[config.mk]
export PLATFORM = sky130hd
export DESIGN_NAME = instr_fetch_decode
export DESIGN_NICKNAME = d
export VERILOG_FILES = /design/src/rtl/instr_fetch_decode.sv
export SDC_FILE = /design/constraint.sdc
export NUM_CORES = 1
export LEC_CHECK = 0
export ABC_AREA = 0
export BUFFER_PORTS_ARGS = -buffer_cell sky130_fd_sc_hd__buf_2
export CAP_MARGIN = 20
export CORE_MARGIN = 5
export CORE_UTILIZATION = 35
export DETAILED_ROUTE_END_ITERATION = 10
export GPL_TIMING_DRIVEN = 0
export PLACE_DENSITY = 0.73
export SYNTH_ARGS = -nofsm -noshare
export SYNTH_HDL_FRONTEND = slang
export SYNTH_SLANG_ARGS = --single-unit
[constraint.sdc]
create_clock -name clk -period 3.1 [get_ports clk]
set_clock_uncertainty 0.15 [all_clocks]
set_input_delay 0.31 -clock clk [delete_from_list [all_inputs] [get_ports clk]]
set_output_delay 0.31 -clock clk [all_outputs]
set_load 0.01 [all_outputs]
[src/rtl/instr_fetch_decode.sv]
// Front-end fetch/decode stage for the single-issue MIPS-subset core.
// Generates the PC and fetches one 32-bit word per request/valid handshake.
// The accepted word is held in the IF/ID register and split into fields.
// The sign-extension control is registered alongside the instruction word.
module instr_fetch_decode #(
    parameter logic [31:0] RESET_PC = 32'h0000_0000
) (
    input  logic        clk,
    input  logic        rst_n,
    output logic        imem_req,
    output logic [31:0] imem_addr,
    input  logic [31:0] imem_rdata,
    input  logic        imem_valid,
    input  logic        stall,
    input  logic        redirect,
    input  logic [31:0] redirect_pc,
    output logic        id_valid,
    output logic [31:0] id_pc,
    output logic [31:0] id_instr,
    output logic [5:0]  id_opcode,
    output logic [4:0]  id_rs,
    output logic [4:0]  id_rt,
    output logic [4:0]  id_rd,
    output logic [15:0] id_imm,
    output logic        id_extend_sign
);

    typedef enum logic [1:0] {
        ST_IDLE  = 2'd0,
        ST_FETCH = 2'd1,
        ST_HOLD  = 2'd2
    } state_t;

    // PC values are always word aligned; the low two address bits are dropped here.
    localparam logic [31:0] PC_ALIGN_MASK = 32'hFFFF_FFFC;
    localparam logic [31:0] RESET_PC_ALN  = RESET_PC & PC_ALIGN_MASK;

    state_t      state_r;
    state_t      state_s;
    logic [31:0] pc_r;
    logic        free_s;
    logic        accept_s;

    logic        id_valid_r;
    logic [31:0] id_pc_r;
    logic [31:0] id_instr_r;
    logic        id_extend_sign_r;

    // Only signed-immediate opcodes may request ones-fill, and only when imm[15] is set.
    // The downstream extender fills with ones unconditionally when asked.
    function automatic logic needs_sign_fill(input logic [31:0] instr);
        logic fill;
        case (instr[31:26])
            6'h04, 6'h05, 6'h08, 6'h09, 6'h0A,
            6'h0B, 6'h20, 6'h23, 6'h28, 6'h2B: fill = instr[15];
            default:                           fill = 1'b0;
        endcase
        return fill;
    endfunction

    // State register: reset parks the FSM in IDLE for one cycle.
    always_ff @(posedge clk) begin
        if (!rst_n) begin
            state_r <= ST_IDLE;
        end else begin
            state_r <= state_s;
        end
    end

    // Next-state logic: redirect always lands in FETCH, regardless of stall.
    always_comb begin
        state_s = state_r;
        if (redirect) begin
            state_s = ST_FETCH;
        end else begin
            case (state_r)
                ST_IDLE:  state_s = ST_FETCH;
                ST_FETCH: state_s = free_s ? ST_FETCH : ST_HOLD;
                ST_HOLD:  state_s = stall ? ST_HOLD : ST_FETCH;
                default:  state_s = ST_IDLE;
            endcase
        end
    end

    // Output logic: request only while fetching into a slot that frees up this cycle.
    always_comb begin
        free_s    = !id_valid_r || !stall;
        imem_addr = pc_r;
        case (state_r)
            ST_FETCH: imem_req = free_s;
            default:  imem_req = 1'b0;
        endcase
        accept_s = imem_req && imem_valid && !redirect;
    end

    // PC and IF/ID register: redirect flushes, accept captures, a consumed slot empties.
    always_ff @(posedge clk) begin
        if (!rst_n) begin
            pc_r             <= RESET_PC_ALN;
            id_valid_r       <= 1'b0;
            id_pc_r          <= 32'h0000_0000;
            id_instr_r       <= 32'h0000_0000;
            id_extend_sign_r <= 1'b0;
        end else if (redirect) begin
            pc_r             <= redirect_pc & PC_ALIGN_MASK;
            id_valid_r       <= 1'b0;
            id_pc_r          <= id_pc_r;
            id_instr_r       <= id_instr_r;
            id_extend_sign_r <= id_extend_sign_r;
        end else if (accept_s) begin
            pc_r             <= pc_r + 32'd4;
            id_valid_r       <= 1'b1;
            id_pc_r          <= pc_r;
            id_instr_r       <= imem_rdata;
            id_extend_sign_r <= needs_sign_fill(imem_rdata);
        end else if (free_s) begin
            pc_r             <= pc_r;
            id_valid_r       <= 1'b0;
            id_pc_r          <= id_pc_r;
            id_instr_r       <= id_instr_r;
            id_extend_sign_r <= id_extend_sign_r;
        end else begin
            pc_r             <= pc_r;
            id_valid_r       <= id_valid_r;
            id_pc_r          <= id_pc_r;
            id_instr_r       <= id_instr_r;
            id_extend_sign_r <= id_extend_sign_r;
        end
    end

    assign id_valid       = id_valid_r;
    assign id_pc          = id_pc_r;
    assign id_instr       = id_instr_r;
    assign id_opcode      = id_instr_r[31:26];
    assign id_rs          = id_instr_r[25:21];
    assign id_rt          = id_instr_r[20:16];
    assign id_rd          = id_instr_r[15:11];
    assign id_imm         = id_instr_r[15:0];
    assign id_extend_sign = id_extend_sign_r;

endmodule

======== Yosys cells after proc, flatten, opt, wreduce, memory -nomap -nowiden ========
Cells that the tools add are included.
storage, ports and cells
  flip-flop bits (word level) ............. 100
  latch bits .............................. 0
  RAM bits ................................ 0
  ROM bits ................................ 0
  input bits .............................. 69
  output and inout bits ................... 136
  memories kept ........................... 0
cells by class
  $add $sub $neg .......................... 1
  multipliers ............................. 0
  divide/modulo/power cells ............... 0
  $lt $le $gt $ge ......................... 0
  equal/unequal tests ..................... 12
  shifts and indexed selects .............. 0
  multiplexer cells ....................... 10
  bitwise operators ....................... 2
  reduce and logical (&&, ||, !) cells .... 12
operators by type and width
  kind                                                 count
  2-to-1 mux 32 bit                                    2
  adder 32 x 3 -> 32 bit, second input constant        1
  equality test 6 x 4 -> 1 bit, second input constant  4
  equality test 6 bit, second input constant           4
  equality test 6 x 3 -> 1 bit, second input constant  2
  OR reduction 10 bit                                  1
  one-hot mux 2 bit (3 select lines)                   1
  2-to-1 mux 1 bit                                     5
  2-to-1 mux 2 bit                                     2
  nonzero test 2 bit                                   2
  zero test 1 bit                                      3
  equality test 2 x 1 -> 1 bit, second input constant  1
  equality test 2 bit, second input constant           1
  logical AND 1 bit                                    2
  zero test 2 bit                                      1
  inverter 1 bit                                       2
  AND reduction 2 bit                                  1
  OR reduction 2 bit                                   1
  logical OR 1 bit                                     1

======== Depth between registers and ports, before layout ========
  depth in word-level cells ............... 7
  depth in mapped cells ................... 7
  mapped depth without buffers ............ 6

======== Worst setup path after synthesis ========
No wires, ideal clock.
  kind .................................... register to register
  start ................................... reg pc_r[2] (netlist: imem_addr[2])
  end ..................................... reg pc_r[28] (netlist: imem_addr[28])
  arrival ................................. 2114 ps
  path slack .............................. 762 ps
  stages on the path, launching flop included .. 8
  buffers on the path ..................... 1
  period minus slack after synthesis ...... 2338 ps
  cell sequence ........................... dfxtp_1 > ha_1 > nand2_1 > or4_4 > buf_6 > or3_4 > or3_1 > a31oi_1
on the way
  longest elaborated chain between the ends .. 3
RTL lines
  what                      line  text
  start: declaration        40    logic [31:0] pc_r;
  start signal: assignment  105   pc_r <= redirect_pc & PC_ALIGN_MASK;
  start signal: assignment  111   pc_r <= pc_r + 32'd4;
  start signal: assignment  117   pc_r <= pc_r;
  adder 32 x 3 -> 32 bit    111
  2-to-1 mux 32 bit         110   end else if (accept_s) begin
  2-to-1 mux 32 bit         104   end else if (redirect) begin
No other way between the ends. The select of a mux whose other input is x is not followed.
A chain may end at the register's enable or synchronous reset.

======== Final worst setup path ========
Same ends and word-level chain as after synthesis.

==> run_summary.xml <==
<?xml version="1.0" encoding="UTF-8"?>
<metrics>
  <group name="outcome">
    <metric name="outcome" unit="">completed</metric>
  </group>
  <group name="clock_tree">
    <metric name="htree_levels" unit="">3</metric>
    <metric name="master_cell_of_the_clock_root_buffer" unit="">sky130_fd_sc_hd__clkbuf_16</metric>
    <metric name="postCtsSetupBuffers" unit="">0</metric>
    <metric name="clock-sinks" unit="">96</metric>
    <metric name="path_clk_slew" unit="ns">0.07</metric>
    <metric name="tritoncts_clock_tree" unit="">yes</metric>
    <metric name="tritoncts_buffers" unit="">9</metric>
    <metric name="cts-resized-gates" unit="">0</metric>
    <metric name="cts_max_path_buffers" unit="">2</metric>
    <metric name="clock_latency" unit="ns">0.34</metric>
    <metric name="post_cts_hold_buffer_count" unit="">0</metric>
  </group>
  <group name="place">
    <metric name="placement.io_buffers" unit="">196</metric>
    <metric name="place_hpwl" unit="mm">10.1</metric>
    <metric name="gp_routability_congestion" unit="">0.797</metric>
  </group>
  <group name="pwr">
    <metric name="p_comb_share" unit="%">12.0</metric>
    <metric name="power.static_leakage" unit="uW">0.00263</metric>
    <metric name="p_per_area" unit="nW/um2">460</metric>
    <metric name="switching_share" unit="%">26.0</metric>
    <metric name="ir_drop" unit="V">0.000201</metric>
    <metric name="cellInternalPower" unit="uW">2000</metric>
    <metric name="sequential_group_share_of_total_power" unit="%">49.7</metric>
    <metric name="clock_power_share" unit="%">38.3</metric>
    <metric name="power.net_switching" unit="uW">703</metric>
  </group>
  <group name="setup_path">
    <metric name="timing.critical_path.to_type" unit="">flip-flop</metric>
    <metric name="worst_path_dominant_cell_family" unit="">simple AND/OR/NAND/NOR gates</metric>
    <metric name="worst_setup_path_start_kind" unit="">flip-flop</metric>
    <metric name="worstReg2RegEnd" unit="">imem_addr[28]$_SDFFE_PN0P_</metric>
    <metric name="critPathMaxFanout" unit="">10</metric>
    <metric name="worst-r2r-setup-slack" unit="ns">0.67</metric>
    <metric name="reg2regPathDepth" unit="">7</metric>
    <metric name="worst-endpoint-required" unit="ns">3.22</metric>
    <metric name="worstPathCellList" unit="">ha_1 -&gt; nand2_1 -&gt; or4_4 -&gt; buf_6 -&gt; or3_4 -&gt; or3_1 -&gt; a31oi_1</metric>
    <metric name="worstPathBufferInverterCount" unit="">1</metric>
    <metric name="worst_path_max_delay_cell" unit="">sky130_fd_sc_hd__or4_4</metric>
    <metric name="data_arrival_time_of_the_worst_path" unit="ns">2.56</metric>
    <metric name="worst_path_largest_cell_delay" unit="ns">0.48</metric>
    <metric name="path_class" unit="">flip-flop to flip-flop</metric>
    <metric name="critical_path.reg2reg.startpoint" unit="">imem_addr[2]$_SDFFE_PN0P_</metric>
  </group>
  <group name="hold_path">
    <metric name="worst_hold_startpoint" unit="">redirect_pc[13]</metric>
    <metric name="min_path_cells" unit="">3</metric>
    <metric name="hold_end" unit="">imem_addr[13]$_SDFFE_PN0P_</metric>
    <metric name="timing.hold.worst.class" unit="">input port to flip-flop</metric>
  </group>
  <group name="route">
    <metric name="wirelength" unit="mm">12.9</metric>
    <metric name="wire_per_inst" unit="um">14.0</metric>
    <metric name="drt_first_iter_violations" unit="">182</metric>
    <metric name="detail-route-antenna-nets" unit="">0</metric>
    <metric name="drt_pass1_iterations" unit="">4</metric>
    <metric name="drc" unit="">0</metric>
    <metric name="vias" unit="">4251</metric>
    <metric name="routed_via_density" unit="">4.61</metric>
  </group>
  <group name="yosys">
    <metric name="synth_ff_type" unit="">sky130_fd_sc_hd__dfxtp_1</metric>
    <metric name="avgSynthCellArea" unit="um2">8.20</metric>
    <metric name="synth.top_cells.by_area" unit="">sky130_fd_sc_hd__dfxtp_1 (44%), sky130_fd_sc_hd__nand2_1 (12%), sky130_fd_sc_hd__a21boi_0 (11%)</metric>
    <metric name="synth_cells" unit="">536</metric>
    <metric name="yosysTopAreaCellShare" unit="%">43.7</metric>
    <metric name="synth_seq_area_share" unit="%">43.7</metric>
    <metric name="share_of_flip_flops_with_an_asynchronous_set_or_reset_after_synthesis" unit="%">0</metric>
    <metric name="ys_warns" unit="">0</metric>
    <metric name="ys_types" unit="">38</metric>
    <metric name="synth.ff_latch_count" unit="">96</metric>
    <metric name="number_of_enable_flip_flop_cells_after_synthesis" unit="">0</metric>
    <metric name="synth.cell_area" unit="um2">4390</metric>
    <metric name="netlist.top_cell.by_area" unit="">sky130_fd_sc_hd__dfxtp_1</metric>
  </group>
  <group name="final_layout">
    <metric name="final_util" unit="%">47.1</metric>
    <metric name="drive_gt1_share" unit="%">34.4</metric>
    <metric name="synthToLayoutAreaGrowth" unit="%">33.8</metric>
    <metric name="antenna_cells_inserted" unit="">0</metric>
    <metric name="nets" unit="">816</metric>
    <metric name="nFillCells" unit="">1303</metric>
  </group>
  <group name="timing">
    <metric name="number_of_failing_hold_endpoints_at_the_final_stage" unit="">0</metric>
    <metric name="rel_slew_slack" unit="%">49.4</metric>
    <metric name="final.min_clock_period" unit="ns">2.43</metric>
    <metric name="rsz0062_at_grt" unit="">false</metric>
    <metric name="clock.fmax" unit="MHz">411</metric>
    <metric name="fin_tns_setup" unit="ns">0</metric>
    <metric name="tightestPinTransition" unit="ns">0.756</metric>
    <metric name="fin_max_slew_vios" unit="">0</metric>
    <metric name="setup_viol" unit="">0</metric>
    <metric name="final.period_utilization" unit="%">78.4</metric>
  </group>
  <group name="floorplan">
    <metric name="fp.dieW" unit="um">122</metric>
    <metric name="num_rows" unit="">41</metric>
    <metric name="initial_utilization" unit="%">35.2</metric>
    <metric name="fp.dieArea" unit="um2">14900</metric>
    <metric name="boundaryPins" unit="">205</metric>
    <metric name="floorplan.core_area" unit="um2">12500</metric>
    <metric name="die_y" unit="um">122</metric>
  </group>
  <group name="grt">
    <metric name="wire_length_of_the_first_global_routing_pass" unit="mm">19.6</metric>
    <metric name="grt_overflow_total" unit="">0</metric>
    <metric name="antenna_found_initial" unit="">0</metric>
    <metric name="groute.usage.overall" unit="%">16.8</metric>
    <metric name="largest_net_degree_at_the_start_of_global_routing" unit="">16</metric>
    <metric name="first_global_vias" unit="">3985</metric>
  </group>
  <group name="flow_run">
    <metric name="maxCapViolations" unit="">0</metric>
  </group>
</metrics>
==> stage by stage <==
stage | setup slack (ns) | hold WS, ns | total power (uW) | instances | area [um2]
2_1_floorplan | 0.762 | 0.298 | 1540 | 539 | 4400
3_3_place_gp | 0.492 | 0.299 | 1690 | 907 | 5600
3_5_place_dp | 0.487 | 0.305 | 1700 | 907 | 5600
4_1_cts | 0.617 | 0.0268 | 2750 | 923 | 5880
5_1_grt | 0.412 | 0.0430 | 2840 | 923 | 5880
6_report | 0.669 | 0.0438 | 2700 | 923 | 5880
==> flip-flops by register name, summed over array words and instances, names as in the netlist <==
signal / count
id_instr: 32
imem_addr: 30
id_pc: 30
id_extend_sign: 1
state_r: 2
id_valid: 1
==> cell type report <==
class                           count  area [um2]  share of cell area, %
Timing Repair Buffer              196         981                   16.7
Clock buffer                       11         243                   4.13
Sequential cell                    96        1920                   32.7
Clock inverter                      5        32.5                  0.554
Inverter                            2        7.51                  0.128
Tap cell                          172         215                   3.66
Buffer                             72         432                   7.35
Multi-Input combinational cell    369        2040                   34.8
==> tightest hold or removal path, stage by stage <==
cell and delay [ns]:
sky130_fd_sc_hd__buf_2 0.08, sky130_fd_sc_hd__nand3_1 0.06, sky130_fd_sc_hd__o21ai_0 0.06
==> Yosys cell counts (2+ instances only) <==
master / n
sky130_fd_sc_hd__a211oi_1: 2
sky130_fd_sc_hd__a21boi_0: 63
sky130_fd_sc_hd__a21oi_1: 23
sky130_fd_sc_hd__a31oi_1: 3
sky130_fd_sc_hd__and3_1: 3
sky130_fd_sc_hd__and4_1: 4
sky130_fd_sc_hd__buf_4: 41
sky130_fd_sc_hd__clkbuf_1: 30
sky130_fd_sc_hd__dfxtp_1: 96
sky130_fd_sc_hd__inv_1: 2
sky130_fd_sc_hd__mux2i_1: 3
sky130_fd_sc_hd__nand2_1: 144
sky130_fd_sc_hd__nand2b_1: 2
sky130_fd_sc_hd__nand3_1: 11
sky130_fd_sc_hd__nand4_1: 5
sky130_fd_sc_hd__nor2_1: 9
sky130_fd_sc_hd__nor2b_1: 4
sky130_fd_sc_hd__nor3_1: 9
sky130_fd_sc_hd__nor4_1: 7
sky130_fd_sc_hd__nor4b_1: 2
sky130_fd_sc_hd__o211a_1: 4
sky130_fd_sc_hd__o21ai_0: 29
sky130_fd_sc_hd__or3_1: 2
sky130_fd_sc_hd__xnor2_1: 20
sky130_fd_sc_hd__xor2_1: 5
==> layer usage <==
metal	vias up	share of wire, %	track usage (%)
li1	2189	-	-
met1	1887	45	21.0
met2	156	46	27.6
met3	19	7.5	4.50
met4	0	1.6	6.65
met5	-	0	0
==> layout by cell type, fill, tap and decap left out, types with 3 or more instances in the layout <==
cell type	netlist	final
sky130_fd_sc_hd__o21ai_0	29	29
sky130_fd_sc_hd__and3_1	3	3
sky130_fd_sc_hd__dfxtp_1	96	96
sky130_fd_sc_hd__xor2_1	5	5
sky130_fd_sc_hd__conb_1	1	4
sky130_fd_sc_hd__xnor2_1	20	20
sky130_fd_sc_hd__o211a_1	4	4
sky130_fd_sc_hd__buf_4	41	41
sky130_fd_sc_hd__clkbuf_1	30	31
sky130_fd_sc_hd__buf_2	0	196
sky130_fd_sc_hd__nand4_1	5	5
sky130_fd_sc_hd__clkbuf_16	0	9
sky130_fd_sc_hd__a21oi_1	23	23
sky130_fd_sc_hd__mux2i_1	3	3
sky130_fd_sc_hd__nor2_1	9	9
sky130_fd_sc_hd__nor4_1	7	7
sky130_fd_sc_hd__nand3_1	11	11
sky130_fd_sc_hd__clkinvlp_4	0	3
sky130_fd_sc_hd__a21boi_0	63	63
sky130_fd_sc_hd__nor3_1	9	9
sky130_fd_sc_hd__and4_1	4	4
sky130_fd_sc_hd__nor2b_1	4	4
sky130_fd_sc_hd__a31oi_1	3	3
sky130_fd_sc_hd__nand2_1	144	144
==> power groups by stage <==
| stage | clock, uW | combinational (uW) | sequential [uW] |
|---|---|---|---|
| after global placement | 0 | 325 | 1370 |
| after CTS | 1080 | 329 | 1340 |
| after global routing | 1120 | 360 | 1350 |
| after floorplan | 0 | 159 | 1380 |
| final | 1040 | 324 | 1340 |
| after detailed placement | 0 | 328 | 1370 |
==> how the worst max path moves through the flow <==
stage | from | to | slack [ns] | depth (start not counted)
global route | state_r[0]$_SDFF_PN0_ | id_pc[17]$_SDFFE_PN0P_ | 0.41 | 6
finish | imem_addr[2]$_SDFFE_PN0P_ | imem_addr[28]$_SDFFE_PN0P_ | 0.67 | 7
floorplan | imem_addr[2]$_SDFFE_PN0P_ | imem_addr[28]$_SDFFE_PN0P_ | 0.76 | 7
detailed placement | redirect | id_pc[16]$_SDFFE_PN0P_ | 0.49 | 7
global placement | redirect | id_pc[17]$_SDFFE_PN0P_ | 0.49 | 7
CTS | state_r[0]$_SDFF_PN0_ | id_pc[17]$_SDFFE_PN0P_ | 0.62 | 6
==> kinds of logic after synthesis <==
family | Yosys count | share of synthesized area, %
other cells | 1 | 0.0854
xor+xnor | 25 | 4.98
buf+inv | 74 | 10.0
flops | 96 | 43.7
compound gates | 127 | 18.9
fa+ha+maj | 1 | 0.285
mux | 3 | 0.684
simple gates | 209 | 21.3
No activity file was read; power rests on OpenSTA's default activity.
